`src/rtl/wb_cmd_master_pkg.sv`:
```
// Shared constants for the Wishbone command master and its users: FSM state
// encoding, CSR address map and the word-address step helper.
package wb_cmd_master_pkg;

   typedef enum logic [1:0] {
      StIdle  = 2'd0,
      StWdata = 2'd1,
      StBus   = 2'd2,
      StRdata = 2'd3
   } state_e;

   // CSR slave address map, shared with the slave side
   localparam logic [31:0] CsrBase   = 32'h3000_0000;
   localparam logic [31:0] CsrMacLo  = CsrBase + 32'h0000_0000;
   localparam logic [31:0] CsrMacHi  = CsrBase + 32'h0000_0004;
   localparam logic [31:0] CsrIp     = CsrBase + 32'h0000_0008;
   localparam logic [31:0] CsrPort   = CsrBase + 32'h0000_000C;
   localparam logic [31:0] CsrSrcMac = CsrBase + 32'h0000_0010;
   localparam logic [31:0] CsrSrcIp  = CsrBase + 32'h0000_0014;
   localparam logic [31:0] RxMemBase = CsrBase + 32'h0000_1000;

   localparam logic [31:0] AdrStep = 32'd4;

   // Next word address; wraps modulo 2**32
   function automatic logic [31:0] next_adr(input logic [31:0] adr);
      return adr + AdrStep;
   endfunction

endpackage

```
`src/rtl/wb_timeout_cnt.sv`:
```
// Bus-cycle watchdog: counts strobe cycles without acknowledge and flags expiry
// once TIMEOUT_CYCLES such cycles have elapsed.
module wb_timeout_cnt #(
   parameter int unsigned TIMEOUT_CYCLES = 255
) (
   input  logic clk,
   input  logic rst_n,
   input  logic load,
   input  logic en,
   output logic expire
);

   localparam int unsigned CntW = (TIMEOUT_CYCLES > 1) ? $clog2(TIMEOUT_CYCLES) : 1;
   localparam logic [CntW-1:0] Last = CntW'(TIMEOUT_CYCLES - 1);

   logic [CntW-1:0] cnt_q;

   // Clear while not on the bus, count unacknowledged cycles, hold at the limit
   always_ff @(posedge clk or negedge rst_n) begin
      if (!rst_n) begin
         cnt_q <= '0;
      end else if (load) begin
         cnt_q <= '0;
      end else if (en && (cnt_q != Last)) begin
         cnt_q <= cnt_q + CntW'(1);
      end
   end

   // High during the TIMEOUT_CYCLES-th strobe cycle without ack
   assign expire = (cnt_q == Last);

endmodule

```
`src/rtl/wb_cmd_master.sv`:
```
// Wishbone classic initiator: expands one (addr, len, we, sel) command into len
// single-word transfers, streaming write data in and read data out.
module wb_cmd_master
   import wb_cmd_master_pkg::*;
#(
   parameter int unsigned TIMEOUT_CYCLES = 255,
   parameter int unsigned LEN_W          = 8
) (
   input  logic             wb_clk_i,
   input  logic             wb_rst_n_i,
   input  logic             cmd_valid,
   output logic             cmd_ready,
   input  logic             cmd_we,
   input  logic [31:0]      cmd_adr,
   input  logic [LEN_W-1:0] cmd_len,
   input  logic [3:0]       cmd_sel,
   input  logic             wdat_valid,
   output logic             wdat_ready,
   input  logic [31:0]      wdat,
   output logic             rdat_valid,
   input  logic             rdat_ready,
   output logic [31:0]      rdat,
   output logic             done,
   output logic             err,
   output logic             wbm_cyc_o,
   output logic             wbm_stb_o,
   output logic             wbm_we_o,
   output logic [3:0]       wbm_sel_o,
   output logic [31:0]      wbm_adr_o,
   output logic [31:0]      wbm_dat_o,
   input  logic             wbm_ack_i,
   input  logic [31:0]      wbm_dat_i
);

   state_e           state_q;
   logic [LEN_W-1:0] beats_q;
   logic [31:0]      adr_q;
   logic [31:0]      dat_q;
   logic [31:0]      rdat_q;
   logic [3:0]       sel_q;
   logic             we_q;
   logic             cyc_q;
   logic             cmd_ready_q;
   logic             wdat_ready_q;
   logic             rdat_valid_q;
   logic             done_q;
   logic             err_q;
   logic             expire;
   logic             last_beat;

   assign last_beat = (beats_q == LEN_W'(1));

   wb_timeout_cnt #(
      .TIMEOUT_CYCLES(TIMEOUT_CYCLES)
   ) u_timeout (
      .clk   (wb_clk_i),
      .rst_n (wb_rst_n_i),
      .load  (state_q != StBus),
      .en    ((state_q == StBus) && !wbm_ack_i),
      .expire(expire)
   );

   // Command FSM; every output comes straight from a register updated here
   always_ff @(posedge wb_clk_i or negedge wb_rst_n_i) begin
      if (!wb_rst_n_i) begin
         state_q      <= StIdle;
         beats_q      <= '0;
         adr_q        <= '0;
         dat_q        <= '0;
         rdat_q       <= '0;
         sel_q        <= '0;
         we_q         <= 1'b0;
         cyc_q        <= 1'b0;
         cmd_ready_q  <= 1'b0;
         wdat_ready_q <= 1'b0;
         rdat_valid_q <= 1'b0;
         done_q       <= 1'b0;
         err_q        <= 1'b0;
      end else begin
         done_q <= 1'b0;
         err_q  <= 1'b0;
         unique case (state_q)
            StIdle: begin
               if (cmd_ready_q && cmd_valid) begin
                  // ready drops for one cycle so a command is never taken in the done cycle
                  cmd_ready_q <= 1'b0;
                  we_q        <= cmd_we;
                  adr_q       <= cmd_adr;
                  sel_q       <= cmd_sel;
                  beats_q     <= cmd_len;
                  if (cmd_len == '0) begin
                     done_q <= 1'b1;
                  end else if (cmd_we) begin
                     state_q      <= StWdata;
                     wdat_ready_q <= 1'b1;
                  end else begin
                     state_q <= StBus;
                     cyc_q   <= 1'b1;
                  end
               end else begin
                  cmd_ready_q <= 1'b1;
               end
            end
            StWdata: begin
               if (wdat_valid) begin
                  dat_q        <= wdat;
                  wdat_ready_q <= 1'b0;
                  cyc_q        <= 1'b1;
                  state_q      <= StBus;
               end
            end
            StBus: begin
               // ack beats a simultaneous timeout
               if (wbm_ack_i) begin
                  cyc_q <= 1'b0;
                  if (we_q) begin
                     beats_q <= beats_q - LEN_W'(1);
                     adr_q   <= next_adr(adr_q);
                     if (last_beat) begin
                        state_q <= StIdle;
                        done_q  <= 1'b1;
                     end else begin
                        state_q      <= StWdata;
                        wdat_ready_q <= 1'b1;
                     end
                  end else begin
                     rdat_q       <= wbm_dat_i;
                     rdat_valid_q <= 1'b1;
                     state_q      <= StRdata;
                  end
               end else if (expire) begin
                  cyc_q   <= 1'b0;
                  beats_q <= '0;
                  state_q <= StIdle;
                  done_q  <= 1'b1;
                  err_q   <= 1'b1;
               end
            end
            StRdata: begin
               if (rdat_ready) begin
                  rdat_valid_q <= 1'b0;
                  beats_q      <= beats_q - LEN_W'(1);
                  adr_q        <= next_adr(adr_q);
                  if (last_beat) begin
                     state_q <= StIdle;
                     done_q  <= 1'b1;
                  end else begin
                     state_q <= StBus;
                     cyc_q   <= 1'b1;
                  end
               end
            end
            default: state_q <= StIdle;
         endcase
      end
   end

   assign cmd_ready  = cmd_ready_q;
   assign wdat_ready = wdat_ready_q;
   assign rdat_valid = rdat_valid_q;
   assign rdat       = rdat_q;
   assign done       = done_q;
   assign err        = err_q;
   assign wbm_cyc_o  = cyc_q;
   assign wbm_stb_o  = cyc_q;
   assign wbm_we_o   = we_q;
   assign wbm_sel_o  = sel_q;
   assign wbm_adr_o  = adr_q;
   assign wbm_dat_o  = dat_q;

endmodule

```
`config.mk`:
```
export PLATFORM = sky130hd
export DESIGN_NAME = wb_cmd_master
export DESIGN_NICKNAME = d
export VERILOG_FILES = /design/src/rtl/wb_cmd_master_pkg.sv /design/src/rtl/wb_timeout_cnt.sv /design/src/rtl/wb_cmd_master.sv
export SDC_FILE = /design/constraint.sdc
export NUM_CORES = 1
export LEC_CHECK = 0
export BUFFER_PORTS_ARGS = -buffer_cell sky130_fd_sc_hd__buf_2
export CORE_UTILIZATION = 50
export DETAILED_ROUTE_END_ITERATION = 8
export HOLD_SLACK_MARGIN = 0.1
export PLACE_DENSITY = 0.78
export SLEW_MARGIN = 5
export SYNTH_ARGS = -nofsm -noshare
export SYNTH_HDL_FRONTEND = slang
export SYNTH_HIERARCHICAL = 1
export SYNTH_SLANG_ARGS = --single-unit
```
`constraint.sdc`:
```
create_clock -name wb_clk_i -period 2 [get_ports wb_clk_i]
set_input_delay 0.4 -clock wb_clk_i [delete_from_list [all_inputs] [get_ports wb_clk_i]]
set_output_delay 0.4 -clock wb_clk_i [all_outputs]
set_load 0.005 [all_outputs]
```
==> flow_summary.ini, run 1 <==
[synth]
synth_seq_cells = 125
synth_area_um2 = 6070
synth_edf_count = 0
synthTopCellsByArea = dfrtp_1 (52%), mux2_2 (13%), nand2_1 (3.7%), a21oi_1 (3.0%), o21ai_0 (3.0%)
yosys.area_share.simple_pct = 16.1
synth_top_family_by_area = simple AND/OR/NAND/NOR gates
yosysTopAreaCell = dfrtp_1
synthFlopType = dfrtp_1
muxShareOfSynthArea_pct = 14.0
synth.net_count = 688
synth_common_cells = dfrtp_1 (125), mux2_2 (68), nand2_1 (60)
ys_warn_count = 6
synth_xor_area_share_pct = 0.721
synth_seq_area_share_pct = 51.5
synthAdderAreaFrac_pct = 1.03
synth.top_cell.area_share_pct = 51.5
synth_cells = 568
synth.distinct_cells = 65
synth.most_common_cell = dfrtp_1
synth_compound_area_share_pct = 14.0
syn_avg_cell_area_um2 = 10.7
async_flop_share_pct = 100

[final_layout]
final_nets = 939
areaGrowthSynthToFinish_pct = 35.4
antennaDiodeCount = 0
drive_above_1_share_pct = 45.5

[drt]
viasPerCell = 5.73
wl_um = 16600
wl_per_cell_um = 17.0
drt_iter0_drc = 445
ant_nets = 0
post-route-drc-count = 6
dr.pass1.iters = 7
num_vias = 5580

[power]
comb_power_share_pct = 38.4
p_switching_w = 0.00455
pwr-share-seq_pct = 36.4
switching_share_pct = 35.6
pwr-share-clk_pct = 25.1
cellPowerDensity_nw_per_um2 = 1550
ir_drop_v = 0.00104
internal_power_w = 0.00822
leakagePower_nw = 3.95

[timing]
worst_slew_pin_slew_ns = 0.558
maxSlewHeadroom_pct = 62.8
finalMaxSlewViolations = 0
fin_tns_setup_ns = 0
setup_viol = 0
clock_skew_ns = 0.00810
setup_ws_ns = 0.118
fmaxAchievable_ghz = 0.531
min_period_ns = 1.88
period_share_pct = 94.1
hold_viol_final = 0

[place]
place_ws_ns = -0.00133
dp_hpwl_um = 12100
port_buffers = 222
gp_congestion = 0.913

[floorplanning]
start_util_pct = 52.3
die_w_um = 112
rows = 39
coreArea_um2 = 11600
io_pins = 223
die_y_um = 112
design.die.area_um2 = 12600

[clock_network]
cts.sinks = 125
cts_buffer_depth = 2
cts_tree = done
clkLatencyLatePin_ns = 0.42
clk_pin_slew_ns = 0.06
cts_made_buffers = 17
h-tree-depth = 4
cts-root-buf = clkbuf_16

[grt]
antenna_found_initial = 0
grt_overflow = 0
grt_pass1_vias = 5663
grt_max_degree = 43
grt_pass1_wl_um = 27200
track_usage_pct = 27.6

[worst_setup_path]
critPathKind = flip-flop to flip-flop
cp_data_arrival_time_ns = 2.24
cp_max_fo = 4
cp-end-kind = flip-flop
worst_ep_required_time_ns = 2.36
r2r_slack_ns = 0.12
cp-start-kind = flip-flop

[min_path]
hp-class = input port to flip-flop

[run]
drv_cap = 0

[status]
violations = design-rule violations
status = finished, violations left
[cell type report]
cell class	instances	area [um2]
Inverter	10	37.5
Fill cell	852	3390
Tap cell	143	179
Clock inverter	11	158
Multi-Input combinational cell	406	2810
Clock buffer	20	467
Timing Repair Buffer	259	1440
Sequential cell	125	3130
[registers in the layout, summed over array words and instances (netlist names)]
register,count
rdat_valid,1
wbm_cyc_o,1
err,1
wbm_dat_o,32
wbm_sel_o,4
done,1
wbm_we_o,1
u_timeout/cnt_q,8
beats_q,8
state_q,2
wdat_ready,1
cmd_ready,1
rdat,32
wbm_adr_o,32
[routing by layer]
metal	vias up	GRT usage, %	wire (um)
li1	2584	-	-
met1	2715	33.2	6670
met3	37	8.64	1170
met4	0	12.1	427
met2	244	45.8	8330
met5	-	0	0
[layout by cell type, fill, tap and decap left out, drive strengths merged, types with 2 or more instances in the layout]
| cell | n |
|---|---|
| buf | 258 |
| dfrtp | 125 |
| mux2 | 69 |
| nand2 | 60 |
| o21ai | 38 |
| a21oi | 37 |
| nor2 | 37 |
| nand3 | 25 |
| clkbuf | 20 |
| nand4 | 14 |
| nor3 | 13 |
| inv | 11 |
| and3 | 10 |
| nor2b | 8 |
| o22ai | 8 |
| mux2i | 7 |
| a21o | 6 |
| xor2 | 5 |
| o311ai | 5 |
| ha | 5 |
| clkinv | 5 |
| a31oi | 4 |
| o221ai | 4 |
| a22oi | 4 |
| o211ai | 4 |
| or3 | 3 |
| nand2b | 3 |
| bufinv | 3 |
| or4 | 3 |
| a22o | 3 |
| a211oi | 3 |
| nand3b | 2 |
| and2 | 2 |
| nor4 | 2 |
| o211a | 2 |
| a221o | 2 |
| clkinvlp | 2 |
| nand4b | 2 |
[per-stage QoR]
stage               instance area [um2]  util [%]  instances  total power, W  hold slack (ns)
floorplan                          6070         -        568         0.00728            0.104
global placement                   7560      65.1        941         0.00929            0.421
detailed placement                 7560      65.1        941         0.00952            0.428
CTS                                8190      70.6        973          0.0128            0.154
global route                       8220      70.8        974          0.0136            0.172
finish                             8220      70.8        974          0.0128            0.170
[worst max-delay path, cell delays in order, from the launching register on]
cell and delay, ns:
dfrtp_1 0.38, inv_1 0.09, ha_2 0.22, nand3_2 0.12
nor2_2 0.12, mux2_2 0.17, o211ai_2 0.11, buf_4 0.17
nor4_1 0.21, o221ai_1 0.16, nand2_1 0.09
[repair_timing]
| action | 4_1_cts | 5_1_grt |
|---|---|---|
| gates resized for setup | 0 | 9 |
| setup buffers | 0 | 1 |
| hold buffers | 1 | 0 |
| endpoints found under the setup margin | 0 | 25 |
| hold endpoints to repair | 38 | 0 |
[power by group through the flow]
stage                     Clock [W]  Combinational [W]  Sequential [W]
after floorplan                   0            0.00268         0.00461
after global placement            0            0.00472         0.00457
after detailed placement          0            0.00488         0.00463
after CTS                   0.00326            0.00491         0.00463
after global routing        0.00337            0.00539         0.00481
final                       0.00321            0.00491         0.00465
[cells by family (layout without fill, tap and decap cells)]
group / after synthesis / in the layout
XOR/XNOR: 5 / 5
AND/OR/NAND/NOR: 189 / 189
AO/OA/AOI/OAI: 131 / 131
adder cells (fa/ha/maj): 5 / 5
flip-flops: 125 / 125
buffers and inverters: 37 / 300
multiplexers: 76 / 76
[worst paths after layout]
path | from | to | cells past startpoint
max | u_timeout/cnt_q[0]$_DFFE_PN0P_ | beats_q[5]$_DFFE_PN0P_ | 10
min in group asynchronous | wb_rst_n_i | rdat[26]$_DFFE_PN0P_ | 2
min reg2reg | wbm_sel_o[1]$_DFFE_PN0P_ | wbm_sel_o[1]$_DFFE_PN0P_ | 2
max in group asynchronous | wb_rst_n_i | state_q[1]$_DFFE_PN0P_ | 3
min | cmd_sel[2] | wbm_sel_o[2]$_DFFE_PN0P_ | 3
max reg2reg | u_timeout/cnt_q[0]$_DFFE_PN0P_ | beats_q[5]$_DFFE_PN0P_ | 10
No activity file was read; power rests on OpenSTA's default activity.
==> inputs of run 2 (changes only) <==
--- a/config.mk
+++ b/config.mk
@@ -6,12 +6,12 @@
 export NUM_CORES = 1
 export LEC_CHECK = 0
 export BUFFER_PORTS_ARGS = -buffer_cell sky130_fd_sc_hd__buf_2
-export CORE_UTILIZATION = 50
+export CORE_UTILIZATION = 49
 export DETAILED_ROUTE_END_ITERATION = 8
+export GPL_TIMING_DRIVEN = 0
 export HOLD_SLACK_MARGIN = 0.1
-export PLACE_DENSITY = 0.78
+export PLACE_DENSITY = 0.77
 export SLEW_MARGIN = 5
 export SYNTH_ARGS = -nofsm -noshare
 export SYNTH_HDL_FRONTEND = slang
-export SYNTH_HIERARCHICAL = 1
 export SYNTH_SLANG_ARGS = --single-unit
==> run 2 against run 1 <==
  * The run still ends with design-rule violations left
  * Critical path depth shrank 4
  * Design area shrank 1.4%
  * Setup slack lost 0.086 ns
  * Total power grew 2.6%
  * Combinational power grew 4.7%
  * Wire length shrank 1.9%
  * Fmax shrank 4.4%
  * Final cell count shrank 3.2%
  * Largest power group unchanged
  * Highest routed layer unchanged
==> flow_summary.ini, run 2 <==
[status]
status = finished, violations left
violations = design-rule violations

[timing]
fmaxAchievable_ghz = 0.508
min_period_ns = 1.97
clock_skew_ns = 0.00541
finalMaxSlewViolations = 0
rsz0062_at_grt = true
fin_tns_setup_ns = 0
period_share_pct = 98.4
maxSlewHeadroom_pct = 62.4
setup_viol = 0
hold_viol_final = 0
worst_slew_pin_slew_ns = 0.565

[final_layout]
drive_above_1_share_pct = 47.8
antennaDiodeCount = 0
areaGrowthSynthToFinish_pct = 37.4
mostFrequentLayoutCell = buf_2
final_nets = 907
final_util_pct = 70.1
final_cell_mix = buf_2 (226), dfrtp_1 (118), mux2_2 (72)
n_fill_cell = 854

[synth]
yosysTopAreaCell = dfrtp_1
async_flop_share_pct = 100
synth.top_cell.area_share_pct = 53.0
synth.most_common_cell = dfrtp_1
synthTopCellsByArea = dfrtp_1 (53%), mux2_2 (14%), a21oi_1 (3.5%), mux2i_1 (2.9%), o22ai_1 (2.9%)
synth_area_um2 = 5900
synth_seq_area_share_pct = 53.0
synth.distinct_cells = 55
synthFlopType = dfrtp_1
synth_seq_cells = 125
synth_edf_count = 0
synth_common_cells = dfrtp_1 (125), mux2_2 (72), a21oi_1 (41)
syn_avg_cell_area_um2 = 11.0
synth_cells = 534
ys_warn_count = 0
synth.net_count = 654

[drt]
wl_per_cell_um = 17.3
drt_iter0_drc = 574
wl_um = 16300
dr.pass1.iters = 7
post-route-drc-count = 9
ant_nets = 0
viasPerCell = 5.77
num_vias = 5437

[worst_setup_path]
cp-start-kind = flip-flop
cp-end-kind = flip-flop
cp_data_arrival_time_ns = 2.25
worst_ep_required_time_ns = 2.28
cp_max_fo = 7
r2r_start = wbm_adr_o[5]$_DFFE_PN0P_
critPathKind = flip-flop to flip-flop
crit_start = wbm_adr_o[5]$_DFFE_PN0P_

[grt]
antenna_found_initial = 0
grt_pass1_wl_um = 25800
grt_max_degree = 68
grt_pass1_vias = 5313
track_usage_pct = 26.2
grt_overflow = 0

[floorplanning]
die_y_um = 112
die_w_um = 112
io_pins = 223
coreArea_um2 = 11600
design.die.area_um2 = 12500
start_util_pct = 51.0
rows = 39

[power]
ir_drop_v = 0.000958
leakagePower_nw = 3.89
cellPowerDensity_nw_per_um2 = 1620

[clock_network]
cts_tree = done
h-tree-depth = 4
cts.sinks = 125
clkLatencyLatePin_ns = 0.42
cts-root-buf = clkbuf_16
cts_buffer_depth = 2
clk_pin_slew_ns = 0.06
cts_made_buffers = 17

[run]
drv_cap = 0

[place]
port_buffers = 221
dp_hpwl_um = 11300
gp_congestion = 0.908

[min_path]
hp-class = input port to flip-flop
worstHoldStart = wbm_dat_i[20]
-- run 2: area by class of cell --
class / count / area, um2 / area share (%)
Tap cell: 143 / 179 / 2.21
Clock buffer: 21 / 440 / 5.43
Buffer: 27 / 136 / 1.68
Inverter: 15 / 56.3 / 0.695
Clock inverter: 11 / 190 / 2.35
Multi-Input combinational cell: 367 / 2730 / 33.7
Sequential cell: 125 / 3140 / 38.7
Timing Repair Buffer: 234 / 1240 / 15.3
-- run 2: what timing repair did --
item                       CTS  global route
cloned                       0             0
pin swaps                    3             5
hold buffers                 1             0
setup endpoints to repair   67           104
hold endpoints to repair    58             0
gates resized for setup     12            38
buffers inserted             5             6
-- run 2: cell families after synthesis --
family / synth area share, %
compound gates: 13.1
flops: 53.0
buf+inv: 2.93
mux: 16.6
xor+xnor: 0.743
simple gates: 12.5
fa+ha+maj: 1.06
-- run 2: per-layer routing --
| metal | track usage (%) | vias up | part of all wire [%] |
|---|---|---|---|
| li1 | - | 2491 | - |
| met1 | 32.9 | 2639 | 40 |
| met2 | 42.8 | 264 | 50 |
| met3 | 6.53 | 43 | 7.0 |
| met4 | 12.1 | 0 | 2.7 |
| met5 | 0 | - | 0 |
-- run 2: path summary, 6_finish.rpt --
kind / depth (start not counted) / to / slack [ns]
setup / recovery: 6 / wbm_adr_o[21]$_DFFE_PN0P_ / 0.03
hold / removal: 2 / rdat[20]$_DFFE_PN0P_ / 0.21
setup reg to reg: 6 / wbm_adr_o[21]$_DFFE_PN0P_ / 0.03
hold reg to reg: 1 / rdat_valid$_DFFE_PN0P_ / 0.48
max in group asynchronous: 3 / wbm_dat_o[26]$_DFFE_PN0P_ / 0.77
min in group asynchronous: 2 / rdat[5]$_DFFE_PN0P_ / 0.51
-- run 2: worst max-delay path, stage by stage (launching register included) --
cell and delay (ns):
dfrtp_2 0.45, nand4_4 0.15, or3_1 0.38, buf_2 0.17, or4_4 0.42, mux2i_1 0.17
a21oi_1 0.09
-- run 2: stage by stage --
stage          hold WS (ns)  cell area [um2]  instances  setup WS (ns)  total power, W
3_5_place_dp          0.413             7220        899         -0.345         0.00933
2_1_floorplan         0.104             5900        534         0.0602         0.00729
3_3_place_gp          0.457             7180        898          -1.01         0.00908
4_1_cts               0.191             7930        937         0.0150          0.0128
5_1_grt               0.197             8100        943        -0.0543          0.0139
6_report              0.209             8100        943         0.0320          0.0131
-- run 2: power breakdown --
part | switching [W] | leakage, nW | total [W] | internal (W)
logic | 0.00259 | 2.07 | 0.00514 | 0.00255
registers | 0.000960 | 1.52 | 0.00465 | 0.00369
clock network | 0.00111 | 0.305 | 0.00332 | 0.00221
total | 0.00466 | 3.89 | 0.0131 | 0.00845
